==> config.mk <==
export PLATFORM = sky130hd
export DESIGN_NAME = instr_fetch
export DESIGN_NICKNAME = d
export VERILOG_FILES = /design/src/rtl/instr_fetch.sv
export SDC_FILE = /design/constraint.sdc
export NUM_CORES = 1
export LEC_CHECK = 0
export BUFFER_PORTS_ARGS = -buffer_cell sky130_fd_sc_hd__buf_2
export CORE_ASPECT_RATIO = 1.25
export CORE_UTILIZATION = 42
export DETAILED_ROUTE_END_ITERATION = 8
export PLACE_DENSITY_LB_ADDON = 0.25
export RECOVER_POWER = 25
export SYNTH_ARGS = -nofsm -noshare
export SYNTH_HDL_FRONTEND = slang
export SYNTH_SLANG_ARGS = --single-unit
==> constraint.sdc <==
create_clock -name IF_clk -period 4.65 [get_ports IF_clk]
set_input_delay 0.2325 -clock IF_clk [delete_from_list [all_inputs] [get_ports IF_clk]]
set_output_delay 0.2325 -clock IF_clk [all_outputs]
set_load 0.02 [all_outputs]
==> src/rtl/instr_fetch.sv <==
// rtl/instr_fetch.sv - instruction fetch stage: PC-driven word read, IR latch, redirect drain, fault detect
module instr_fetch #(
  parameter int          TIMEOUT = 16,
  parameter logic [31:0] NOP     = 32'h00000013
) (
  input  logic        IF_clk,
  input  logic        IF_rst_n,
  input  logic [31:0] IF_pc,
  output logic        IF_pc_write,
  output logic [31:0] IF_pc_next,
  input  logic        IF_redirect,
  input  logic [31:0] IF_redirect_addr,
  output logic        IF_mem_req,
  output logic [31:0] IF_mem_addr,
  input  logic        IF_mem_ack,
  input  logic [31:0] IF_mem_rdata,
  output logic [31:0] IF_ir,
  output logic [31:0] IF_ir_pc,
  output logic        IF_ir_valid,
  input  logic        IF_ir_ready,
  output logic        IF_fault,
  output logic [1:0]  IF_fault_code
);

  localparam logic [2:0] S_IDLE  = 3'd0;
  localparam logic [2:0] S_FETCH = 3'd1;
  localparam logic [2:0] S_VALID = 3'd2;
  localparam logic [2:0] S_DRAIN = 3'd3;
  localparam logic [2:0] S_FAULT = 3'd4;

  localparam int            CW       = $clog2(TIMEOUT + 1);
  localparam logic [CW-1:0] CNT_LAST = CW'(TIMEOUT - 1);

  logic [2:0]    state, state_nxt;
  logic [CW-1:0] wait_cnt, wait_cnt_nxt;
  logic [31:0]   drain_addr;
  logic          misaligned;
  logic          ack_take;
  logic          timeout_hit;

  assign misaligned  = (IF_pc[1:0] != 2'b00);
  assign ack_take    = IF_mem_req & IF_mem_ack;
  assign timeout_hit = IF_mem_req & ~IF_mem_ack & (wait_cnt >= CNT_LAST);

  always_comb begin
    IF_mem_req  = 1'b0;
    IF_mem_addr = IF_pc;
    case (state)
      S_FETCH: IF_mem_req = ~misaligned;
      S_DRAIN: begin
        IF_mem_req  = 1'b1;
        IF_mem_addr = drain_addr;
      end
      default: IF_mem_req = 1'b0;
    endcase
  end

  always_comb begin
    IF_pc_write = 1'b0;
    IF_pc_next  = IF_pc + 32'd4;
    if (IF_redirect) begin
      IF_pc_write = 1'b1;
      IF_pc_next  = IF_redirect_addr;
    end else if (state == S_FETCH && ack_take) begin
      IF_pc_write = 1'b1;
    end
  end

  always_comb begin
    state_nxt = state;
    case (state)
      S_IDLE:  state_nxt = S_FETCH;
      S_FETCH: begin
        // A redirect while a read is outstanding must still swallow its response
        if (IF_redirect)      state_nxt = (IF_mem_req & ~IF_mem_ack) ? S_DRAIN : S_FETCH;
        else if (misaligned)  state_nxt = S_FAULT;
        else if (ack_take)    state_nxt = S_VALID;
        else if (timeout_hit) state_nxt = S_FAULT;
      end
      S_VALID: if (IF_redirect || IF_ir_ready) state_nxt = S_FETCH;
      S_DRAIN: begin
        if (ack_take)                        state_nxt = S_FETCH;
        else if (timeout_hit && !IF_redirect) state_nxt = S_FAULT;
      end
      S_FAULT: if (IF_redirect) state_nxt = S_FETCH;
      default: state_nxt = S_IDLE;
    endcase
  end

  // Saturates one short of TIMEOUT so a redirect-held drain still faults later
  always_comb begin
    wait_cnt_nxt = '0;
    if (IF_mem_req && !IF_mem_ack && state_nxt == state)
      wait_cnt_nxt = (wait_cnt >= CNT_LAST) ? wait_cnt : wait_cnt + CW'(1);
  end

  always_ff @(posedge IF_clk or negedge IF_rst_n) begin
    if (!IF_rst_n) begin
      state         <= S_IDLE;
      wait_cnt      <= '0;
      drain_addr    <= '0;
      IF_ir         <= NOP;
      IF_ir_pc      <= '0;
      IF_ir_valid   <= 1'b0;
      IF_fault      <= 1'b0;
      IF_fault_code <= 2'b00;
    end else begin
      state    <= state_nxt;
      wait_cnt <= wait_cnt_nxt;
      if (state == S_FETCH && state_nxt == S_DRAIN)
        drain_addr <= IF_pc;
      if (IF_redirect) begin
        IF_ir         <= NOP;
        IF_ir_valid   <= 1'b0;
        IF_fault      <= 1'b0;
        IF_fault_code <= 2'b00;
      end else begin
        case (state)
          S_FETCH: begin
            if (misaligned) begin
              IF_fault      <= 1'b1;
              IF_fault_code <= 2'b01;
            end else if (ack_take) begin
              IF_ir       <= IF_mem_rdata;
              IF_ir_pc    <= IF_pc;
              IF_ir_valid <= 1'b1;
            end else if (timeout_hit) begin
              IF_fault      <= 1'b1;
              IF_fault_code <= 2'b10;
            end
          end
          S_VALID: if (IF_ir_ready) IF_ir_valid <= 1'b0;
          S_DRAIN: begin
            if (!ack_take && timeout_hit) begin
              IF_fault      <= 1'b1;
              IF_fault_code <= 2'b10;
            end
          end
          default: ;
        endcase
      end
    end
  end

endmodule
==> impl_results.md <==
* Global-route wire length before repair at about 23000 um
* Number of port buffers at between 200 and 250
* Vias in the first global route at between 4000 and 5000
* Leakage power at between 0.003 and 0.004 uW
* Number of synthesized flops with an enable pin at 0
* Rel. slew slack at 0.2063
* Outcome: finished, final reports clean
* Top FF cell, synth: dfrtp_1
* WP data arrival at 2.88 ns
* Seq/Total Area, Yosys at 0.4831
* # rows at 46
* CTS root buf: clkbuf_16
* Initial antenna violation count at 0
* ANT cells at 0
* Achievable frequency at roughly 380 MHz
* CP startpoint kind: flip-flop
* Crit path max-delay cell type: nor2_4
* Compound-Gate Fraction of Synth Area at 0.07483
* Crit path cell chain: and2b_1, nand4b_4, nor2_4, mux2_2
* Syn Area/Cell at about 10 um2
* Total die area at 0.01381 mm2
* Via count at ~4700
* Max Transition Viols Final at 0
* Max clock buf depth at 2
* Fin crit share at 0.5675
* Synth area leaders: dfrtp_1 (47%), mux2_2 (15%), nand2_1 (7.2%)
* # IOs at between 200 and 250
* Clock skew at ~0.0059 ns
* Share of the synthesized area in the top cell type at 0.4691
* Hold WC Path Type: in2reg
* Final TNS setup at 0 ns
* Critical path class: reg2reg
* Min Hold Slack at ~0.11 ns
* Largest area contributor in the netlist: dfrtp_1
* Initial DRC Count at approximately 240
* Number of post-CTS setup repair buffers at 0
* Number of vias per cell at a little over 5
* Most frequent cell after synthesis: nand2_1
* Routed WL at between 10000 and 15000 um
* Largest net degree at the start of global routing at just over 100
* Final ANT Viol Nets at 0
* Worst EP required at 4.89 ns
* # setup viols final at 0
* Max incr delay on CP at approximately 0.93 ns
* Die height at between 100 and 150 um
* Final-report hold violation count at 0
* H-Tree Depth at 3
* Max cap viols at 0
* 1st-pass router iterations at 4
* Psw at 1124 uW
* Cell Pwr Density at about 450 mW/mm2
* Grt total ovfl at 0
* Share of cells above drive strength 1 at 0.4003
* Final #Nets at approximately 860
* CTS Buf Count at 9
* Yosys reg bits at about 110
* Skew-Pair Late Insertion Delay at between 0.3 and 0.4 ns
* All-Layer GR Usage at 0.2104
* Fillers at around 1200
* Fraction of registers with async set/reset at 1.000
* Switch share at 0.3474
* Flop pwr share at 0.429
* Synth Area in Simple Gates at 0.1691
* Clock share of power at 0.242
* DRC viols at 0
* Yosys warns at 0
* Post-synthesis adder-cell area fraction at 0.006701
* Detailed placer's ending HPWL at 10170 um
* Clock Sinks at approximately 110
* R2R cell count at 4
* Die Wd at 105.3 um
* Syn nets at 640
* Post-synthesis mux area share at 0.1890
* Comb pwr share at 0.329
* Syn Inst Count at roughly 540
* Cell variety after synth at between 40 and 50
* Post-synth top cells: nand2_1 (107), dfrtp_1 (105), mux2_2 (73)
* Total core area at approximately 0.013 mm2
* Final GP Congestion at ~0.8
* Wire length per cell at between 15 and 20 um
* Cells on Worst Hold Path at 3
* CTS tree: done
* XOR/XNOR Fraction of Synth Area at 0.04691
* Endpoint class of the critical path: flip-flop
* VDD IR max at about 0.00026 V
* Synthesized cell area at 0.005602 mm2
* RSZ-0062 raised after global routing: false
* Worst-margin pin slew at 1.190 ns
* Initial core utilization at 0.4364
* Worst-path maximum fanout at 34
* Area Growth Syn to Fin at 27.18%
* Clock-pin slew on the worst setup and hold paths at approximately 0.070 ns
* Min Tclk post-route at roughly 2.6 ns
* Cell Int Power at around 2100 uW
* Largest family of logic cells by synthesized area: multiplexers
sequential cells by signal, summed over array words and instances, names as in the netlist:
signal	count
wait_cnt	5
drain_addr	32
IF_ir_valid	1
IF_ir	32
IF_fault	1
state	3
IF_ir_pc	32
IF_fault_code	2
critical path: cells and delay by family (launching register included):
kind | cells | cell delay (ns)
simple gates | 3 | 1.67
flops | 1 | 0.42
mux | 1 | 0.41
kinds of logic (layout without fill, tap and decap cells):
family                     Yosys count  after routing
and+or+nand+nor                    185            185
DFF                                108            108
muxes                               94             94
AOI/OAI and AO/OA                   78             78
buffers and inverters               38            259
xor gates and xnor gates            30             30
adders and majority gates            3              3
routing by layer:
| layer | vias to the layer above | GRT usage | wire (um) |
|---|---|---|---|
| li1 | 2286 | - | - |
| met4 | 0 | 0.08059 | 222 |
| met5 | - | 0 | 0 |
| met1 | 2276 | 0.2688 | 6089 |
| met2 | 173 | 0.3523 | 7036 |
| met3 | 14 | 0.03819 | 882 |
worst paths after layout:
kind                                 start              to  slack [ns]
max                               state[2]    IF_ir_pc[26]        2.01
min                        IF_mem_rdata[4]        IF_ir[4]        0.11
max reg2reg                       state[2]    IF_ir_pc[26]        2.01
min reg2reg                 drain_addr[29]  drain_addr[29]        0.48
max in group asynchronous         IF_rst_n   drain_addr[7]        3.03
min in group asynchronous         IF_rst_n     IF_ir_pc[2]        0.50
stage by stage:
stage          instance area, um2  utilization  std cells  total power, uW  setup WS [ns]
2_1_floorplan                5602            -        536             2092          2.811
3_3_place_gp                 6855       0.5341        908             2461          2.016
3_5_place_dp                 6855       0.5341        908             2499          1.964
4_1_cts                      7169       0.5586        925             3290          1.962
5_1_grt                      7124       0.5551        925             3420          1.765
6_report                     7124       0.5551        925             3236          2.011
layout make-up:
cell class	instances	area (um2)	area share
clock inverters	4	47.55	0.006674
flip-flops and latches	108	2706	0.3799
clock buffers	12	256.5	0.03600
repair buffers	237	1156	0.1623
well taps	168	210.2	0.02950
multi-input cells	390	2725	0.3825
inverters	6	22.52	0.003161
timing repair:
| action | 4_1_cts | 5_1_grt |
|---|---|---|
| hold buffers | 1 | 0 |
| resized for setup | 0 | 0 |
| hold endpoints to repair | 56 | 0 |
power groups by stage:
stage                     registers (uW)  logic, uW  clock network, uW
after CTS                           1390       1100                802
after floorplan                     1560        528                  0
after global placement              1390       1070                  0
after detailed placement            1400       1100                  0
final                               1390       1060                783
after global routing                1430       1150                839
cells in the final DEF, fill, tap and decap left out, types with 3 or more instances in the layout:
master / synthesis / layout
a21oi_1: 33 / 33
and2_1: 4 / 4
and3_1: 4 / 4
buf_2: 15 / 196
buf_4: 2 / 4
clkbuf_1: 12 / 37
clkbuf_16: 0 / 9
dfrtp_1: 105 / 105
dfstp_2: 3 / 3
ha_1: 3 / 3
inv_1: 6 / 6
mux2_1: 21 / 21
mux2_2: 73 / 73
nand2_1: 107 / 107
nand2b_1: 3 / 3
nand3_1: 14 / 14
nand4_1: 9 / 9
nor2_1: 18 / 18
nor3_1: 7 / 7
o21ai_0: 21 / 21
o21ai_1: 13 / 13
xnor2_1: 9 / 9
xor2_1: 21 / 21
Power figures use the tool's default switching activity.
